File: src/rtl/div_pkg.sv
// Shared types and helpers for the divider_rv RV-M divide unit.
package div_pkg;

    // Operation encoding matches funct3[1:0] of the RV-M divide group.
    typedef enum logic [1:0] {
        DIV  = 2'd0,
        DIVU = 2'd1,
        REM  = 2'd2,
        REMU = 2'd3
    } div_op_t;

    // Control FSM states.
    typedef enum logic [2:0] {
        S_IDLE = 3'd0,
        S_PREP = 3'd1,
        S_BUSY = 3'd2,
        S_FIX  = 3'd3,
        S_DONE = 3'd4
    } state_t;

    // DIV and REM treat operands as two's complement.
    function automatic logic op_is_signed(div_op_t op);
        return (op == DIV) || (op == REM);
    endfunction

    // REM and REMU return the remainder on res_o.
    function automatic logic op_is_rem(div_op_t op);
        return (op == REM) || (op == REMU);
    endfunction

endpackage

File: src/rtl/lead_one_det.sv
// Combinational leading-one detector: index of the most significant set bit
// plus a flag for an all-zero input. Used by the early-out build of divider_rv.
module lead_one_det
    import div_pkg::*;
#(
    parameter int WIDTH = 32
) (
    input  logic [WIDTH-1:0]         x,
    output logic [$clog2(WIDTH)-1:0] idx,
    output logic                     zero
);

    // Scan upward so the highest set bit wins.
    always_comb begin
        idx  = '0;
        zero = 1'b1;
        for (int i = 0; i < WIDTH; i++) begin
            if (x[i]) begin
                idx  = i[$clog2(WIDTH)-1:0];
                zero = 1'b0;
            end
        end
    end

endmodule

File: src/rtl/divider_rv.sv
// divider_rv: multi-cycle restoring radix-2 divider for DIV/DIVU/REM/REMU.
// One quotient bit per cycle; signed ops run on magnitudes and are corrected
// in FIX. Divide-by-zero and signed overflow bypass the iteration loop.
//
// Handshake: a request is taken on a clock edge where vld_i & rdy_o are high
// and flush_i is low. A result is held on res_* / tag_o from the first cycle
// res_vld_o is high until the edge where res_vld_o & res_rdy_i are both high.
//
// Optional feature macro: DIVIDER_RV_EARLY_OUT_EN. When defined, PREP uses two
// leading-one detectors to skip quotient bits that are known to be zero.
module divider_rv
    import div_pkg::*;
#(
    parameter int WIDTH = 32,
    parameter int TAG_W = 5
) (
    input  logic             clk,
    input  logic             rst,
    input  logic             flush_i,
    input  logic             vld_i,
    output logic             rdy_o,
    input  logic [1:0]       op_i,
    input  logic [WIDTH-1:0] div1_i,
    input  logic [WIDTH-1:0] div2_i,
    input  logic [TAG_W-1:0] tag_i,
    output logic             res_vld_o,
    input  logic             res_rdy_i,
    output logic [WIDTH-1:0] res_o,
    output logic [WIDTH-1:0] res_q_o,
    output logic [WIDTH-1:0] res_r_o,
    output logic [TAG_W-1:0] tag_o,
    output logic             busy_o
);

    localparam int CW = $clog2(WIDTH) + 1;
    localparam logic [WIDTH-1:0] MIN_VAL = {1'b1, {(WIDTH-1){1'b0}}};

    state_t            state_q, state_d;
    div_op_t           op_q;
    logic [TAG_W-1:0]  tag_q;
    logic [WIDTH-1:0]  a_q;      // raw dividend
    logic [WIDTH-1:0]  b_q;      // raw divisor, replaced by |divisor| in PREP
    logic [WIDTH-1:0]  rem_q;    // partial remainder (always < divisor)
    logic [WIDTH-1:0]  quo_q;    // dividend bits shifting out, quotient bits shifting in
    logic [CW-1:0]     cnt_q;
    logic              sign_q_q, sign_r_q, special_q;

    logic              accept;
    logic              is_signed, b_zero, ovf, special;
    logic [WIDTH-1:0]  abs_a, abs_b;
    logic [CW-1:0]     iter;
    logic [WIDTH-1:0]  rem_init, quo_init;
    logic [WIDTH:0]    rem_sh;
    logic              no_borrow;
    logic [WIDTH-1:0]  rem_sub;
    logic [WIDTH-1:0]  q_fin, r_fin;

    assign accept = vld_i & rdy_o & ~flush_i;

    // Operand conditioning evaluated while in PREP.
    always_comb begin
        is_signed = op_is_signed(op_q);
        abs_a     = (is_signed && a_q[WIDTH-1]) ? -a_q : a_q;
        abs_b     = (is_signed && b_q[WIDTH-1]) ? -b_q : b_q;
        b_zero    = (b_q == '0);
        ovf       = is_signed && (a_q == MIN_VAL) && (b_q == '1);
        special   = b_zero | ovf;
    end

`ifdef DIVIDER_RV_EARLY_OUT_EN
    logic [$clog2(WIDTH)-1:0] msb_a, msb_b;
    logic                     zero_a, zero_b;

    lead_one_det #(.WIDTH(WIDTH)) u_lod_a (.x(abs_a), .idx(msb_a), .zero(zero_a));
    lead_one_det #(.WIDTH(WIDTH)) u_lod_b (.x(abs_b), .idx(msb_b), .zero(zero_b));

    // Only bits msb(a)-msb(b) .. 0 of the quotient can be set; at least one pass.
    always_comb begin
        iter = CW'(1);
        if (!zero_a && !zero_b && (msb_a >= msb_b))
            iter = CW'(msb_a) - CW'(msb_b) + CW'(1);
    end

    // Pre-align: the dividend bits above the first iteration go straight into
    // the remainder, which is guaranteed smaller than the divisor.
    assign rem_init = abs_a >> iter;
    assign quo_init = abs_a << (CW'(WIDTH) - iter);
`else
    assign iter     = CW'(WIDTH);
    assign rem_init = '0;
    assign quo_init = abs_a;
`endif

    // One restoring step: shift in the next dividend bit, subtract if it fits.
    always_comb begin
        rem_sh    = {rem_q, quo_q[WIDTH-1]};
        no_borrow = (rem_sh >= {1'b0, b_q});
        rem_sub   = rem_sh[WIDTH-1:0] - b_q;
    end

    // Sign correction; special-case results are already final.
    always_comb begin
        q_fin = (sign_q_q && !special_q) ? -quo_q : quo_q;
        r_fin = (sign_r_q && !special_q) ? -rem_q : rem_q;
    end

    // FSM state register.
    always_ff @(posedge clk or posedge rst) begin
        if (rst) state_q <= S_IDLE;
        else     state_q <= state_d;
    end

    // FSM next-state logic; flush_i overrides everything, including an accept.
    always_comb begin
        state_d = state_q;
        case (state_q)
            S_IDLE: if (accept) state_d = S_PREP;
            S_PREP: state_d = special ? S_FIX : S_BUSY;
            S_BUSY: if (cnt_q == CW'(1)) state_d = S_FIX;
            S_FIX:  state_d = S_DONE;
            S_DONE: begin
                if (accept)         state_d = S_PREP;
                else if (res_rdy_i) state_d = S_IDLE;
            end
            default: state_d = S_IDLE;
        endcase
        if (flush_i) state_d = S_IDLE;
    end

    // FSM outputs.
    always_comb begin
        rdy_o     = (state_q == S_IDLE) || ((state_q == S_DONE) && res_rdy_i);
        res_vld_o = (state_q == S_DONE);
        busy_o    = (state_q != S_IDLE);
    end

    // Datapath: capture request, condition operands, iterate, publish result.
    always_ff @(posedge clk or posedge rst) begin
        if (rst) begin
            op_q      <= DIV;
            tag_q     <= '0;
            a_q       <= '0;
            b_q       <= '0;
            rem_q     <= '0;
            quo_q     <= '0;
            cnt_q     <= '0;
            sign_q_q  <= 1'b0;
            sign_r_q  <= 1'b0;
            special_q <= 1'b0;
            res_o     <= '0;
            res_q_o   <= '0;
            res_r_o   <= '0;
            tag_o     <= '0;
        end else begin
            if (accept) begin
                op_q  <= div_op_t'(op_i);
                tag_q <= tag_i;
                a_q   <= div1_i;
                b_q   <= div2_i;
            end
            case (state_q)
                S_PREP: begin
                    sign_q_q  <= is_signed & (a_q[WIDTH-1] ^ b_q[WIDTH-1]) & ~b_zero;
                    sign_r_q  <= is_signed & a_q[WIDTH-1];
                    special_q <= special;
                    b_q       <= abs_b;
                    cnt_q     <= iter;
                    if (b_zero) begin
                        quo_q <= '1;
                        rem_q <= a_q;
                    end else if (ovf) begin
                        quo_q <= MIN_VAL;
                        rem_q <= '0;
                    end else begin
                        quo_q <= quo_init;
                        rem_q <= rem_init;
                    end
                end
                S_BUSY: begin
                    cnt_q <= cnt_q - CW'(1);
                    if (no_borrow) begin
                        rem_q <= rem_sub;
                        quo_q <= {quo_q[WIDTH-2:0], 1'b1};
                    end else begin
                        rem_q <= rem_sh[WIDTH-1:0];
                        quo_q <= {quo_q[WIDTH-2:0], 1'b0};
                    end
                end
                S_FIX: begin
                    res_q_o <= q_fin;
                    res_r_o <= r_fin;
                    res_o   <= op_is_rem(op_q) ? r_fin : q_fin;
                    tag_o   <= tag_q;
                end
                default: ;
            endcase
        end
    end

endmodule
File: config.mk
export PLATFORM = sky130hd
export DESIGN_NAME = divider_rv
export DESIGN_NICKNAME = d
export VERILOG_FILES = /design/src/rtl/div_pkg.sv /design/src/rtl/lead_one_det.sv /design/src/rtl/divider_rv.sv
export SDC_FILE = /design/constraint.sdc
export NUM_CORES = 1
export LEC_CHECK = 0
export BUFFER_PORTS_ARGS = -buffer_cell sky130_fd_sc_hd__buf_2
export CAP_MARGIN = 20
export CORE_MARGIN = 2
export CORE_UTILIZATION = 40
export DETAILED_ROUTE_END_ITERATION = 7
export PLACE_DENSITY = 0.7
export SLEW_MARGIN = 30
export SYNTH_ARGS = -nofsm -noshare
export SYNTH_HDL_FRONTEND = slang
export SYNTH_SLANG_ARGS = --single-unit
File: constraint.sdc
create_clock -name clk -period 8.6 [get_ports clk]
set_input_delay 0.86 -clock clk [delete_from_list [all_inputs] [get_ports clk]]
set_output_delay 0.86 -clock clk [all_outputs]
set_load 0.01 [all_outputs]
### Word-level counts from Yosys, hierarchy flattened

Index checks and enable logic that the tools add are counted.

* add/subtract/negate cells: 6
* magnitude comparators: 1
* eq/ne operators: 13
* multiplexer cells: 22
* bitwise operators: 9
* reductions and logical operators: 19

Operator list (count)
* 2-to-1 mux 32 bit: 11
* negation 32 bit: 4
* one-hot mux 32 bit (2 select lines): 2
* equality test 32 bit (second input constant): 2
* greater-or-equal comparator 33 x 32 -> 1 bit: 1
* logical NOT 32 bit: 1
* subtractor 32 bit: 1
* 2-to-1 mux 3 bit: 5
* one-hot mux 3 bit (5 select lines): 1
* one-hot mux 6 bit (2 select lines): 1
* logical AND 1 bit: 7
* equality test 3 x 2 -> 1 bit (second input constant): 2
* equality test 6 x 1 -> 1 bit (second input constant): 1
* != test 3 bit (second input constant): 2
* subtractor 6 x 1 -> 6 bit (second input constant): 1
* bitwise AND 1 bit: 5
* equality test 2 bit (second input constant): 2
* != test 4 x 2 -> 1 bit (second input constant): 1
* nonzero test 2 bit: 2
* equality test 3 x 1 -> 1 bit (second input constant): 1
* equality test 3 bit (second input constant): 1
* logical NOT 3 bit: 1
* logical OR 1 bit: 3
* AND reduction 3 bit: 1
* 9 further kinds: 11

* bits in registers: 248
* logic and storage cells: 85

### Logic depth before layout (Yosys ltp)

* word-level depth: 8
* mapped depth: 14
* mapped depth without buffers: 13

### Worst setup path after synthesis

Ideal clock, no wire load.

* kind: reg2reg
* start: register b_q[20]
* end: register rem_q[10]
* library setup time: 137 ps
* arrival: 2709 ps
* setup slack: 5754 ps
* cell stages (with the launch flop): 15
* path buffers: 3
* period minus slack after synthesis: 2846 ps
* path through: dfrtp_1 -> inv_1 -> ha_1 -> clkbuf_2 -> and3_1 -> nand2_1 -> or3_1 -> or3_1 -> a21oi_1 -> or2_2 -> a31o_2 -> buf_4 -> buf_6 -> mux2i_1 -> a21oi_1

* cells in the longest elaborated chain, start to end: 3

Ends and longest elaborated chain
* from (decl): RTL line divider_rv.sv:42 `logic [WIDTH-1:0] b_q;`
* from (signal assigned): RTL line divider_rv.sv:159 `b_q <= div2_i;`
* from (signal assigned): RTL line divider_rv.sv:166 `b_q <= abs_b;`
* greater-or-equal comparator 33 x 32 -> 1 bit or logical NOT 32 bit (tied branches): RTL line divider_rv.sv:97, divider_rv.sv:65
* 2-to-1 mux 32 bit (on tied branches): RTL line divider_rv.sv:181, divider_rv.sv:168
* one-hot mux 32 bit (2 select lines) *: RTL line divider_rv.sv:161 `case (state_q)`
* to (signal assigned): RTL line divider_rv.sv:170 `rem_q <= a_q;`
* to (signal assigned): RTL line divider_rv.sv:182 `rem_q <= rem_sub;`
* to (signal assigned): RTL line divider_rv.sv:185 `rem_q <= rem_sh[WIDTH-1:0];`
* to (decl): RTL line divider_rv.sv:43 `logic [WIDTH-1:0] rem_q;`

Every way passes the cells marked *; elsewhere a longest branch is shown, timed or not.
A chain may end at the register's enable or synchronous reset.

### Worst setup path after layout

* start: register b_q[1]
* end: register quo_q[23]

* cells in the longest elaborated chain, start to end: 5

Ends and longest elaborated chain
* equality test 32 bit: RTL line divider_rv.sv:66 `ovf = is_signed && (a_q == MIN_VAL) && (b_q == '1);`
* logical AND 1 bit: RTL line divider_rv.sv:66
* 2-to-1 mux 32 bit: RTL line divider_rv.sv:171 `end else if (ovf) begin`
* 2-to-1 mux 32 bit *: RTL line divider_rv.sv:168 `if (b_zero) begin`
* one-hot mux 32 bit (2 select lines) *: RTL line divider_rv.sv:161
* to (signal assigned): RTL line divider_rv.sv:175 `quo_q <= quo_init;`
* to (signal assigned): RTL line divider_rv.sv:183 `quo_q <= {quo_q[WIDTH-2:0], 1'b1};`
* to (signal assigned): RTL line divider_rv.sv:186 `quo_q <= {quo_q[WIDTH-2:0], 1'b0};`
* to (decl): RTL line divider_rv.sv:44 `logic [WIDTH-1:0] quo_q;`

Marked as above.

==> results.toml <==
[grt]
grt_pass1_vias = 13000
grt_pass1_wl_mm = 71.0
grt_max_degree = 99
gr-total-overflow = 0
antenna_found_initial = 1
grtUsageTotal_pct = 22.8

[timing]
fin_skew_ps = 23.7
relSlewSlack_pct = 36.4
fin_crit_ps = 3550
rsz0062_at_grt = "false"
setup_viol = 0
hold_viol_final = 0
tightestPinTransition_ps = 955
fin_crit_sh_pct = 41.3
fin_setup_tns_ps = 0
fmax_mhz = 282
drv_slew = 0

[clocking]
cts_buffers = 28
path_clk_slew_ps = 60
postCtsHoldBufs = 0
worstSkewPairLatency_ps = 550
clock_sinks = 248
cts_tree = "yes"
h-tree-depth = 1
cts_post_setup_buffers_inserted = 0
clk_path_buf_depth = 3
post_cts_resize_count = 0
cts-root-buf = "clkbuf_16"

[synthesis]
seq_area_frac_synth_pct = 41.8
synth_mux_area_share_pct = 1.39
synth-seq-cells = 248
ys_top_cells_by_count = "355 x nand2_1, 248 x dfrtp_1, 181 x o21ai_0"
yosys.area.top_type = "dfrtp_1"
netlist_area_um2 = 14900
ys_types = 74
synth_edf_count = 0
syn_area_per_cell_um2 = 8.22
netlist.area_leader.share_pct = 41.8
yosys.area_share.simple_pct = 20.9
syn_inst = 1806
synthAdderAreaFrac_pct = 3.42
synth_top_family_by_area = "compound AO/OA/AOI/OAI gates"
synth_area_leaders = "dfrtp_1 42%, nand2_1 9.0%, o21ai_0 6.1%, a21oi_1 4.8%, xnor2_1 4.0%"
yosysMostFrequentCell = "nand2_1"
synth-xor-area-share_pct = 6.96
async_reset_ff_share_pct = 100
synthFlopType = "dfrtp_1"
synth_compound_area_share_pct = 20.9
syn_nets = 1922
yosysWarnings = 0

[run]
cap_violations = 0

[power]
power_leakage_nw = 7.79
finalPower_w = 0.00716
ir_drop_mv = 0.172
power_density_nw_per_um2 = 421

[final_layout]
utilization_pct = 46.5
area_growth_pct = 14.6
finalNetCount = 2035
antenna_cells_inserted = 0
layout-drive-gt1-share_pct = 14.4

[floorplanning]
coreArea_um2 = 36600
io_pins = 180
die_area_um2 = 38700
rows = 70
die_w_um = 197
start_util_pct = 40.6
die_y_um = 197

[routing]
first_pass_iters = 6
drtIter0Drc = 1314
ant_nets = 0
wl_per_cell_um = 18.7
vias = 14000
drc = 0
via_per_inst = 5.80
wl_mm = 45.1

[outcome]
status = "finished clean"

[min_path]
hold_class = "primary input to async pin"

[setup_path]
arrival_ps = 4010
startpoint_type = "flip-flop"
crit_fanout = 38
end_kind = "flip-flop"
critPathKind = "flip-flop to flip-flop"
cp.required_ps = 9060

[place]
portBuffers = 179
place_congestion = 0.932
dp_hpwl_mm = 32.8
## cell type report
cell class,count,area (um^2)
timing repair buffer,196,1040
tap,468,586
clock buffer,39,833
sequential,248,6210
inverter,59,229
multi-input combinational,1386,7990
fill,3550,19600
clock inverter,11,144
## sequential cells by signal (all words and copies together), names as in the netlist, 2 cells and up
name	count
cnt_q	6
res_r_o	32
res_o	32
state_q	3
tag_q	5
quo_q	32
a_q	32
tag_o	5
res_q_o	32
op_q	2
rem_q	32
b_q	32
## cells by family after synthesis
logic type      Yosys count
compound gates          520
mux                      20
simple gates            688
xor+xnor                118
buf+inv                 172
flops                   248
fa+ha+maj                40
## per-layer routing
metal  up-vias  GRT usage, %  routed length (um)
li1       6616             -                   -
met1      6661          32.7               20500
met2       578          34.6               19300
met3       100          4.04                3550
met4         2          8.49                1750
met5         -             0                  13
## cells in the final DEF (no fill, tap or decap), types with 21 or more instances in the layout
cell | netlist | routed
nor3_1 | 54 | 54
a21oi_1 | 142 | 142
ha_1 | 39 | 39
o22ai_1 | 30 | 30
xor2_1 | 50 | 50
dfrtp_1 | 248 | 248
a211oi_1 | 21 | 21
nand2_1 | 355 | 355
buf_2 | 10 | 179
a31oi_1 | 32 | 32
clkbuf_16 | 0 | 29
nand3_1 | 44 | 43
o21ai_0 | 181 | 181
inv_1 | 58 | 57
nor2_1 | 116 | 115
xnor2_1 | 68 | 68
## critical path, stage by stage, from the launching register on
cell and delay [ps]:
dfrtp_1 410, inv_1 200, ha_1 230, or3b_1 450, or4_4 600, nor2_4 180
and3_1 180, buf_4 400, nor2_1 320, o21ai_0 220, o21ai_0 110, o21ai_0 160
## worst paths after layout
| path | depth (start not counted) | slack, ps | start | end |
|---|---|---|---|---|
| max | 11 | 5050 | b_q[1] | quo_q[23] |
| min | 2 | 400 | rst | res_q_o[27] |
| max reg2reg | 11 | 5050 | b_q[1] | quo_q[23] |
| min reg2reg | 2 | 470 | res_r_o[1] | res_r_o[1] |
| max in group asynchronous | 4 | 6880 | rst | b_q[1] |
| min in group clk | 2 | 470 | res_r_o[1] | res_r_o[1] |
## through the flow
stage | hold WS [ps] | setup slack [ps] | instance area (um^2) | std cells
2_1_floorplan | 439 | 925 | 14900 | 1806
4_1_cts | 451 | 5110 | 17000 | 2407
6_report | 397 | 5050 | 17000 | 2407
5_1_grt | 458 | 4810 | 17000 | 2407
3_5_place_dp | 457 | 5100 | 16000 | 2357
3_3_place_gp | 451 | 4940 | 16000 | 2356
## power breakdown
part           total [W]  switching (W)  internal, W
combinational    0.00357        0.00217      0.00140
clock            0.00125       0.000490     0.000762
sequential       0.00234       0.000666      0.00168
total            0.00716        0.00332      0.00384
(Power assumes the default switching activity.)
